[src/rtl/fetch_unit.sv]
// Instruction-fetch stage: holds the PC, issues 1-cycle-latency reads to instruction
// memory and hands (ir, pc) pairs to decode through a 2-entry buffer.
module fetch_unit #(
  parameter logic [31:0] RESET_PC = 32'h0000_0000
) (
  input  logic        clk,
  input  logic        rst,
  output logic        imem_req,
  output logic [31:0] imem_addr,
  input  logic [31:0] imem_rdata,
  input  logic        redirect,
  input  logic [31:0] redirect_pc,
  input  logic        halt,
  input  logic        id_ready,
  output logic        id_valid,
  output logic [31:0] id_ir,
  output logic [31:0] id_pc,
  output logic        fetch_stopped
);

  localparam logic [31:0] NOP = 32'h0000_0013;

  typedef enum logic {RUN, HALTED} state_t;

  state_t      state, state_nxt;
  logic [31:0] pc;
  logic        inflight;
  logic [31:0] inflight_pc;
  logic [31:0] fifo_ir [2];
  logic [31:0] fifo_pc [2];
  logic        rd_ptr, wr_ptr;
  logic [1:0]  count;
  logic        stored_nonempty;
  logic        pop;
  logic        push_store;
  logic        pop_store;

  always_comb begin
    state_nxt = state;
    if (state == RUN && halt) state_nxt = HALTED;
  end

  // Credits cover stored entries plus the response still returning, so the
  // buffer can never overflow.
  assign imem_req  = !rst && (state == RUN) && !halt && !redirect &&
                     ((count + {1'b0, inflight}) < 2'd2);
  assign imem_addr = pc;

  // Handshake: an instruction transfers on a cycle where id_valid && id_ready.
  // id_valid never depends on id_ready; redirect masks it in the flush cycle.
  // A response arriving into an empty buffer is presented directly this cycle.
  assign stored_nonempty = (count != 2'd0);
  assign id_valid  = (stored_nonempty || inflight) && !redirect;
  assign id_ir     = stored_nonempty ? fifo_ir[rd_ptr] : (inflight ? imem_rdata : NOP);
  assign id_pc     = stored_nonempty ? fifo_pc[rd_ptr] : (inflight ? inflight_pc : 32'h0);
  assign pop       = id_valid && id_ready;
  assign pop_store = pop && stored_nonempty;
  // The returning word is stored unless it bypassed straight into decode.
  assign push_store = inflight && !redirect && (stored_nonempty || !pop);

  assign fetch_stopped = (state == HALTED) && !stored_nonempty && !inflight;

  always_ff @(posedge clk) begin
    if (rst) begin
      state       <= RUN;
      pc          <= RESET_PC;
      inflight    <= 1'b0;
      inflight_pc <= 32'h0;
      count       <= 2'd0;
      rd_ptr      <= 1'b0;
      wr_ptr      <= 1'b0;
    end else begin
      state    <= state_nxt;
      inflight <= imem_req;
      if (imem_req) begin
        inflight_pc <= pc;
        pc          <= pc + 32'd4;
      end
      if (redirect) begin
        pc     <= {redirect_pc[31:2], 2'b00};
        count  <= 2'd0;
        rd_ptr <= 1'b0;
        wr_ptr <= 1'b0;
      end else begin
        if (push_store) wr_ptr <= ~wr_ptr;
        if (pop_store)  rd_ptr <= ~rd_ptr;
        case ({push_store, pop_store})
          2'b10:   count <= count + 2'd1;
          2'b01:   count <= count - 2'd1;
          default: count <= count;
        endcase
      end
    end
  end

  always_ff @(posedge clk) begin
    if (!rst && push_store) begin
      fifo_ir[wr_ptr] <= imem_rdata;
      fifo_pc[wr_ptr] <= inflight_pc;
    end
  end

endmodule

[config.mk]
export PLATFORM = sky130hd
export DESIGN_NAME = fetch_unit
export DESIGN_NICKNAME = d
export VERILOG_FILES = /design/src/rtl/fetch_unit.sv
export SDC_FILE = /design/constraint.sdc
export NUM_CORES = 1
export LEC_CHECK = 0
export ABC_AREA = 1
export CORE_ASPECT_RATIO = 0.5
export CORE_UTILIZATION = 56
export DETAILED_ROUTE_END_ITERATION = 8
export MAX_ROUTING_LAYER = met4
export PLACE_DENSITY_LB_ADDON = 0.08
export SLEW_MARGIN = 20
export SYNTH_ARGS = -nofsm -noshare
export SYNTH_HDL_FRONTEND = slang
export SYNTH_SLANG_ARGS = --single-unit
[constraint.sdc]
create_clock -name clk -period 15.3 [get_ports clk]
set_clock_uncertainty 0.05 [all_clocks]
set_input_delay 1.53 -clock clk [delete_from_list [all_inputs] [get_ports clk]]
set_output_delay 1.53 -clock clk [all_outputs]
set_load 0.005 [all_outputs]
==> run metrics, run 1 <==
WP data required around 14 ns; r2r worst-path depth 5; Comb power frac 7.3%; # fillers between 1k and 1.5k; PostCTS Resize Cnt 0; period utilization approximately a third; Net Sw Frac 23.9%; Post-Route WL roughly 21000 um; CP delay by family, top buffers and inverters; Routed wire per std cell 16.4 um; vias in the first global route 6340; register area share after synthesis 59.7%; DP HPWL 13500 um; Peak supply drop 0.0793 mV; critical path depth in cells 7; Leak Pwr roughly 3.6 nW; Root Buffer clkbuf_16; fin crit period 4.97 ns; Final Max Slew Viols 0; Post-synth EDFFs between 100 and 150; most frequent CP cell nor2_4; CTS tree yes; Switch Pwr 0.000254 W; DR vias/cell 5.53; asr flop ratio synth 0%; Post-Synthesis Cell Area 8490 um2; CP Data Arrival Time 3.39 ns; Layout area overhead 26.4%; Max FO, Critical Path 60; synth warn 0; # H-tree levels 4; Least-Margin Pin Slew ~0.96 ns; cts hold-fix bufs 0; hold slack between 0.4 and 0.5 ns; Final nets 1150; Power Dens Cells 99.2 nW/um2; internal power 0.000810 W; status complete, no violations; core box area approximately 15000 um2; first-pass iteration count of the detailed router 5; post-route DRC violation count 0; Skew-Pair Late Insertion Delay 0.42 ns; Post-CTS Setup Bufs 0; Cell Count, Final, Fillers Out 1290; die width 176 um; Clock Tree Buf Depth 2; DP Cell Count 1258; flops & latches, synth between 150 and 200; Slew HR roughly 36%; global-route wire length before repair 32400 um; all-layer global routing usage 27.9%; power share of the sequential group approximately 53%; CP Capture Type output port; design area roughly 11000 um2; Initial Utilization 58.0%; CTS clk-pin slew, worst paths 0.07 ns; Setup Viol. Count Final 0; Setup CP Type flip-flop to output port; Max Clk Rate 201 MHz; top_reg_cell synth edfxtp_1; Hold Crit Class flip-flop to flip-flop; ANT cells 0; unrepaired setup endpoints after global routing no; gr ovfl total 0; CTS Buf Count 17; Iteration-0 DRC Markers 848; hold depth 0; buffers plus inverters on the worst setup path 4; DIE AREA ~16000 um2; type of origin of the critical path flip-flop; Placed Area 10200 um2; Cell Rows 31; Top Ports 168; largest net degree at the start of global routing 64; Final Hold Fails 0; total clock sinks 191; max incr delay on CP 0.55 ns; synthesized area per cell 9.04 um2; # Max-Cap Violations 0; total number of vias 7133; DRT antenna net count 0; Clock Power Share 39.3%; Die Height just under 90 um; GP Congestion 0.971; setup tns final 0 ns; Unique masters post-synth 33; share of layout cells above drive strength 1 6.23%; Port Buf Inserts 161; CP max-delay cell clkdlybuf4s50_1; worst path cell trace nor2_4 -> inv_2 -> nor2_4 -> buf_4 -> inv_1 -> o22ai_1 -> clkdlybuf4s50_1; Synth Instances 939; initial antenna violation count 0
==> cells in the mapped netlist (2+ instances only) <==
cell | instances | area share, %
dfxtp_1 | 67 | 16
buf_4 | 5 | 0.44
o211ai_1 | 4 | 0.35
nand2_2 | 4 | 0.29
nand2_1 | 187 | 8.3
buf_2 | 13 | 0.77
o21ai_1 | 12 | 0.71
nand2_4 | 2 | 0.27
a21oi_1 | 50 | 2.9
a31oi_1 | 5 | 0.37
nor2_1 | 133 | 5.9
nor2_2 | 3 | 0.22
nor3_1 | 3 | 0.18
nand4_1 | 2 | 0.15
nor2_4 | 4 | 0.53
buf_6 | 5 | 0.66
inv_2 | 7 | 0.31
nand3_1 | 46 | 2.7
o21ai_2 | 4 | 0.41
ha_1 | 2 | 0.29
edfxtp_1 | 124 | 44
clkbuf_1 | 27 | 1.2
inv_1 | 66 | 2.9
o22ai_1 | 12 | 0.88
o21ai_0 | 135 | 8.0
a211oi_2 | 2 | 0.29
xor2_1 | 4 | 0.41
a22oi_1 | 4 | 0.35
a211oi_1 | 3 | 0.27
==> per-stage QoR <==
stage	total power, W	utilization (%)	worst slack, ns
floorplan	0.000611	-	8.50
global placement	0.000655	69.6	10.54
global route	0.00110	73.4	10.06
finish	0.00106	73.4	10.33
detailed placement	0.000656	69.6	10.55
CTS	0.00107	73.4	10.30
==> layout by cell type, fill, tap and decap left out, drive strengths merged, types with 3 or more instances in the layout <==
| cell type | instances |
|---|---|
| nand2 | 193 |
| clkdlybuf4s50 | 161 |
| o21ai | 151 |
| nor2 | 140 |
| edfxtp | 124 |
| inv | 76 |
| dfxtp | 67 |
| a21oi | 50 |
| nand3 | 46 |
| clkbuf | 17 |
| o22ai | 12 |
| clkinv | 10 |
| buf | 7 |
| a31oi | 5 |
| a211oi | 5 |
| xor2 | 4 |
| a22oi | 4 |
| o211ai | 4 |
| conb | 4 |
| clkinvlp | 3 |
| nor3 | 3 |
==> power groups by stage <==
stage	combinational [W]	clock [W]	sequential [W]
global placement	0.0000757	0	0.000579
global route	0.0000849	0.000443	0.000570
CTS	0.0000775	0.000423	0.000568
floorplan	0.0000341	0	0.000576
finish	0.0000778	0.000418	0.000569
detailed placement	0.0000768	0	0.000580
==> sequential cells by signal, summed over array words and instances (netlist names), named ones only <==
register,cells
count,2
inflight_pc,30
inflight,1
imem_addr,30
rd_ptr,1
fifo_ir,64
fifo_pc,60
wr_ptr,1
state,1
==> routing by layer <==
| layer | global-route usage (%) | routed length (um) | share of wire [%] |
|---|---|---|---|
| met5 | - | 0 | 0 |
| met1 | 40.5 | 9890 | 47 |
| met2 | 41.4 | 9360 | 44 |
| met3 | 4.51 | 1680 | 8.0 |
| met4 | 5.93 | 185 | 0.88 |
==> cell type report <==
| type | count | area (um2) | share of cell area (%) |
|---|---|---|---|
| inverters | 74 | 279 | 2.60 |
| well taps | 198 | 248 | 2.31 |
| flip-flops and latches | 191 | 5070 | 47.2 |
| clock inverters | 15 | 134 | 1.25 |
| clock buffers | 17 | 425 | 3.96 |
| multi-input cells | 627 | 2920 | 27.2 |
| repair buffers | 168 | 1660 | 15.5 |
==> final timing paths <==
check / slack, ns / from / to
max reg2reg: 13.14 / count[0] / fifo_ir[0][19]
min: 0.40 / inflight_pc[30] / fifo_pc[0][30]
max: 10.33 / count[0] / id_pc[27]
min reg2reg: 0.40 / inflight_pc[30] / fifo_pc[0][30]
==> cells by family after synthesis <==
family                   after synthesis  share of synthesized area [%]
AO/OA/AOI/OAI                        231                           14.6
adder cells (fa/ha/maj)                2                          0.295
XOR/XNOR                               5                          0.516
buffers and inverters                124                           6.34
flip-flops                           191                           59.7
other                                  1                         0.0442
AND/OR/NAND/NOR                      385                           18.6
Note: power is estimated with default switching activity, not from simulation.
==> run 2: changes to the inputs <==
--- a/config.mk
+++ b/config.mk
@@ -7,7 +7,7 @@
 export LEC_CHECK = 0
 export ABC_AREA = 1
 export CORE_ASPECT_RATIO = 0.5
-export CORE_UTILIZATION = 56
+export CORE_UTILIZATION = 52
 export DETAILED_ROUTE_END_ITERATION = 8
 export MAX_ROUTING_LAYER = met4
 export PLACE_DENSITY_LB_ADDON = 0.08
==> constraint.sdc (replaced) <==
create_clock -name clk -period 4.87 [get_ports clk]
set_clock_uncertainty 0.05 [all_clocks]
set_input_delay 0.487 -clock clk [delete_from_list [all_inputs] [get_ports clk]]
set_output_delay 0.487 -clock clk [all_outputs]
set_load 0.005 [all_outputs]
==> run 2 against run 1 <==
Total power increased to 3.1 times the previous value. Critical path type unchanged. Critical endpoint is now id_pc[29]. Combinational power increased to 3.2 times the previous value. Non-clock buffer count increased by 1. Critical path depth decreased by 1. Largest cell class unchanged. Routed wire length increased by 2.3%. Largest power group unchanged. First-iteration DRC count decreased by 24%. Sequential share of layout area decreased by 0.15 points.
==> run metrics, run 2 (synthesized netlist as in run 1, its figures left out) <==
# H-tree levels 4 (unchanged); Top Ports 168 (unchanged); Switch Pwr 0.000803 W (+220%); buffers plus inverters on the worst setup path 3 (-1); Post-Route WL 21600 um (+2.3%); Peak supply drop 0.302 mV (+280%); worst reg2reg path endpoint fifo_ir[0][2]; status complete, no violations; Setup CP Type flip-flop to output port; max FFs per register 64 (unchanged); most frequent cells in the layout 187 x nand2_1, 161 x clkdlybuf4s50_1, 135 x o21ai_0; WP data required 4.33 ns (-9.39 ns); destination of the worst hold path fifo_pc[1][26]; type of origin of the critical path flip-flop; Reg-to-Reg Start count[0]; Post-CTS Setup Bufs 0 (unchanged); min-delay src inflight_pc[26]; Max Clk Rate between 200 and 300 MHz; cts hold-fix bufs 0 (unchanged); Port Buf Inserts 161 (unchanged); Setup Viol. Count Final 0 (unchanged); Routed wire per std cell 16.4 um (+0.49%); Layout area overhead 26.9%; GP Congestion 0.928 (-4.5%); Clock Power Share 39.3% (about the same); power share of the sequential group 53.4% (about the same); Hold Crit Class flip-flop to flip-flop; total power 0.00335 W (+210%); Least-Margin Pin Slew 0.965 ns (+0.00501 ns); post-route DRC violation count 0 (unchanged); DP Cell Count 1282 (+1.9%); internal power 0.00254 W (+210%); share of layout cells above drive strength 1 6.23% (unchanged); Final nets 1151 (+0.087%); largest net degree at the start of global routing 64 (unchanged); CTS Buf Count 17 (unchanged); global-route wire length before repair 34800 um (+7.2%); CP Data Arrival Time 3.41 ns (+0.02 ns); initial antenna violation count 0 (unchanged); fin crit period a little under 4 ns; period utilization about four fifths; Net Sw Frac 24.0% (+0.078 points); DRT antenna net count 0 (unchanged); first-pass iteration count of the detailed router 5 (unchanged); DIE AREA 16900 um2 (+7.6%); all-layer global routing usage 27.7% (-0.20 points); max incr delay on CP 0.63 ns (+0.08 ns); ANT cells 0 (unchanged); CP max-delay cell nor2_4; die width 183 um (+3.7%); Iteration-0 DRC Markers 648 (-24%); core box area 15700 um2 (+7.1%); DP HPWL 14000 um (+3.7%); total clock sinks 191 (unchanged); # Max-Cap Violations 0 (unchanged); Largest Register fifo_ir; Slew HR 35.7% (-0.33 points); Initial Utilization 54.2% (-3.8 points); R2R setup slack 2.47 ns (-10.67 ns); r2r worst-path depth 5 (unchanged); most frequent CP cell nor2_4; Cell Rows 32 (+3.2%); Max FO, Critical Path 60 (unchanged); Skew-Pair Late Insertion Delay 0.43 ns (about the same); Core Util, Final 68.8% (-4.6 points); Root Buffer clkbuf_16; # fillers 1242 (+14%); commonest non-fill, non-tap cell in the layout nand2_1; Comb power frac 7.4% (about the same); Power Dens Cells 311 nW/um2 (+210%); CTS clk-pin slew, worst paths 0.07 ns (about the same); Clock Tree Buf Depth 2 (unchanged); CP delay by family, top buffers and inverters; total number of vias 7074 (-0.83%); Final Max Slew Viols 0 (unchanged); Final Hold Fails 0 (unchanged); Largest regs fifo_ir (64), fifo_pc (60); hold depth 0 (unchanged); Leak Pwr 3.66 nW (+0.40%); Die Height 92.3 um (+3.7%); setup tns final 0 ns (unchanged); vias in the first global route 6652 (+4.9%); Cell Count, Final, Fillers Out 1313 (+1.8%); DR vias/cell 5.39 (-2.6%); unrepaired setup endpoints after global routing no; CTS tree yes; PostCTS Resize Cnt 0 (unchanged); worst path cell trace nor2_4 -> inv_2 -> nor2_4 -> inv_1 -> o22ai_1 -> clkdlybuf4s50_1; CP Capture Type output port; gr ovfl total 0 (unchanged)
## run 2: cell count changes in the layout (fill, tap and decap cells not counted), sizes merged
cell | previous run | this run
inv | 76 | 80
clkinv | 10 | 6
clkinvlp | 3 | 2
buf | 7 | 8
## run 2: metrics by stage
step	instance area [um2]	hold WS (ns)	setup slack, ns
after floorplan	8500	0.376	0.873
after global placement	10200	0.377	1.32
after detailed placement	10200	0.385	1.33
after CTS	10800	0.403	0.871
after global routing	10800	0.416	0.625
final	10800	0.404	0.925
## run 2: cell type report
class                      count  area (um2)  share of cell area (%)
tap                          221         277                    2.57
sequential                   191        5070                    47.1
multi-input combinational    627        2920                    27.1
clock buffer                  17         425                    3.95
timing repair buffer         169        1670                    15.5
clock inverter                14         125                    1.16
inverter                      74         280                    2.60
## run 2: layer usage
| layer | wire length, um | vias to the layer above | track usage (%) |
|---|---|---|---|
| met5 | 0 | - | - |
| met2 | 9360 | 279 | 40.1 |
| met3 | 1550 | 17 | 4.01 |
| met1 | 10500 | 3317 | 40.6 |
| li1 | - | 3461 | - |
| met4 | 201 | 0 | 7.91 |
## run 2: power by group through the flow
stage	Sequential [W]	Clock, W	Combinational (W)
floorplan	0.00181	0	0.000107
global placement	0.00182	0	0.000239
detailed placement	0.00182	0	0.000244
CTS	0.00179	0.00133	0.000246
global route	0.00179	0.00139	0.000273
finish	0.00179	0.00131	0.000247
## run 2: worst max path at each step
stage,depth (start not counted),end,start
floorplan,3,fifo_ir[0][0],rst
global placement,6,id_pc[27],count[0]
CTS,6,id_pc[29],count[0]
global route,6,id_pc[29],count[0]
detailed placement,6,id_pc[29],count[0]
finish,6,id_pc[29],count[0]
## run 2: worst reg2reg max path, stage by stage (launching register included)
cell,delay (ns)
dfxtp_1,0.48
nor2_4,0.12
nand2_1,0.09
nand4_1,0.15
nor2_4,0.73
buf_4,0.44
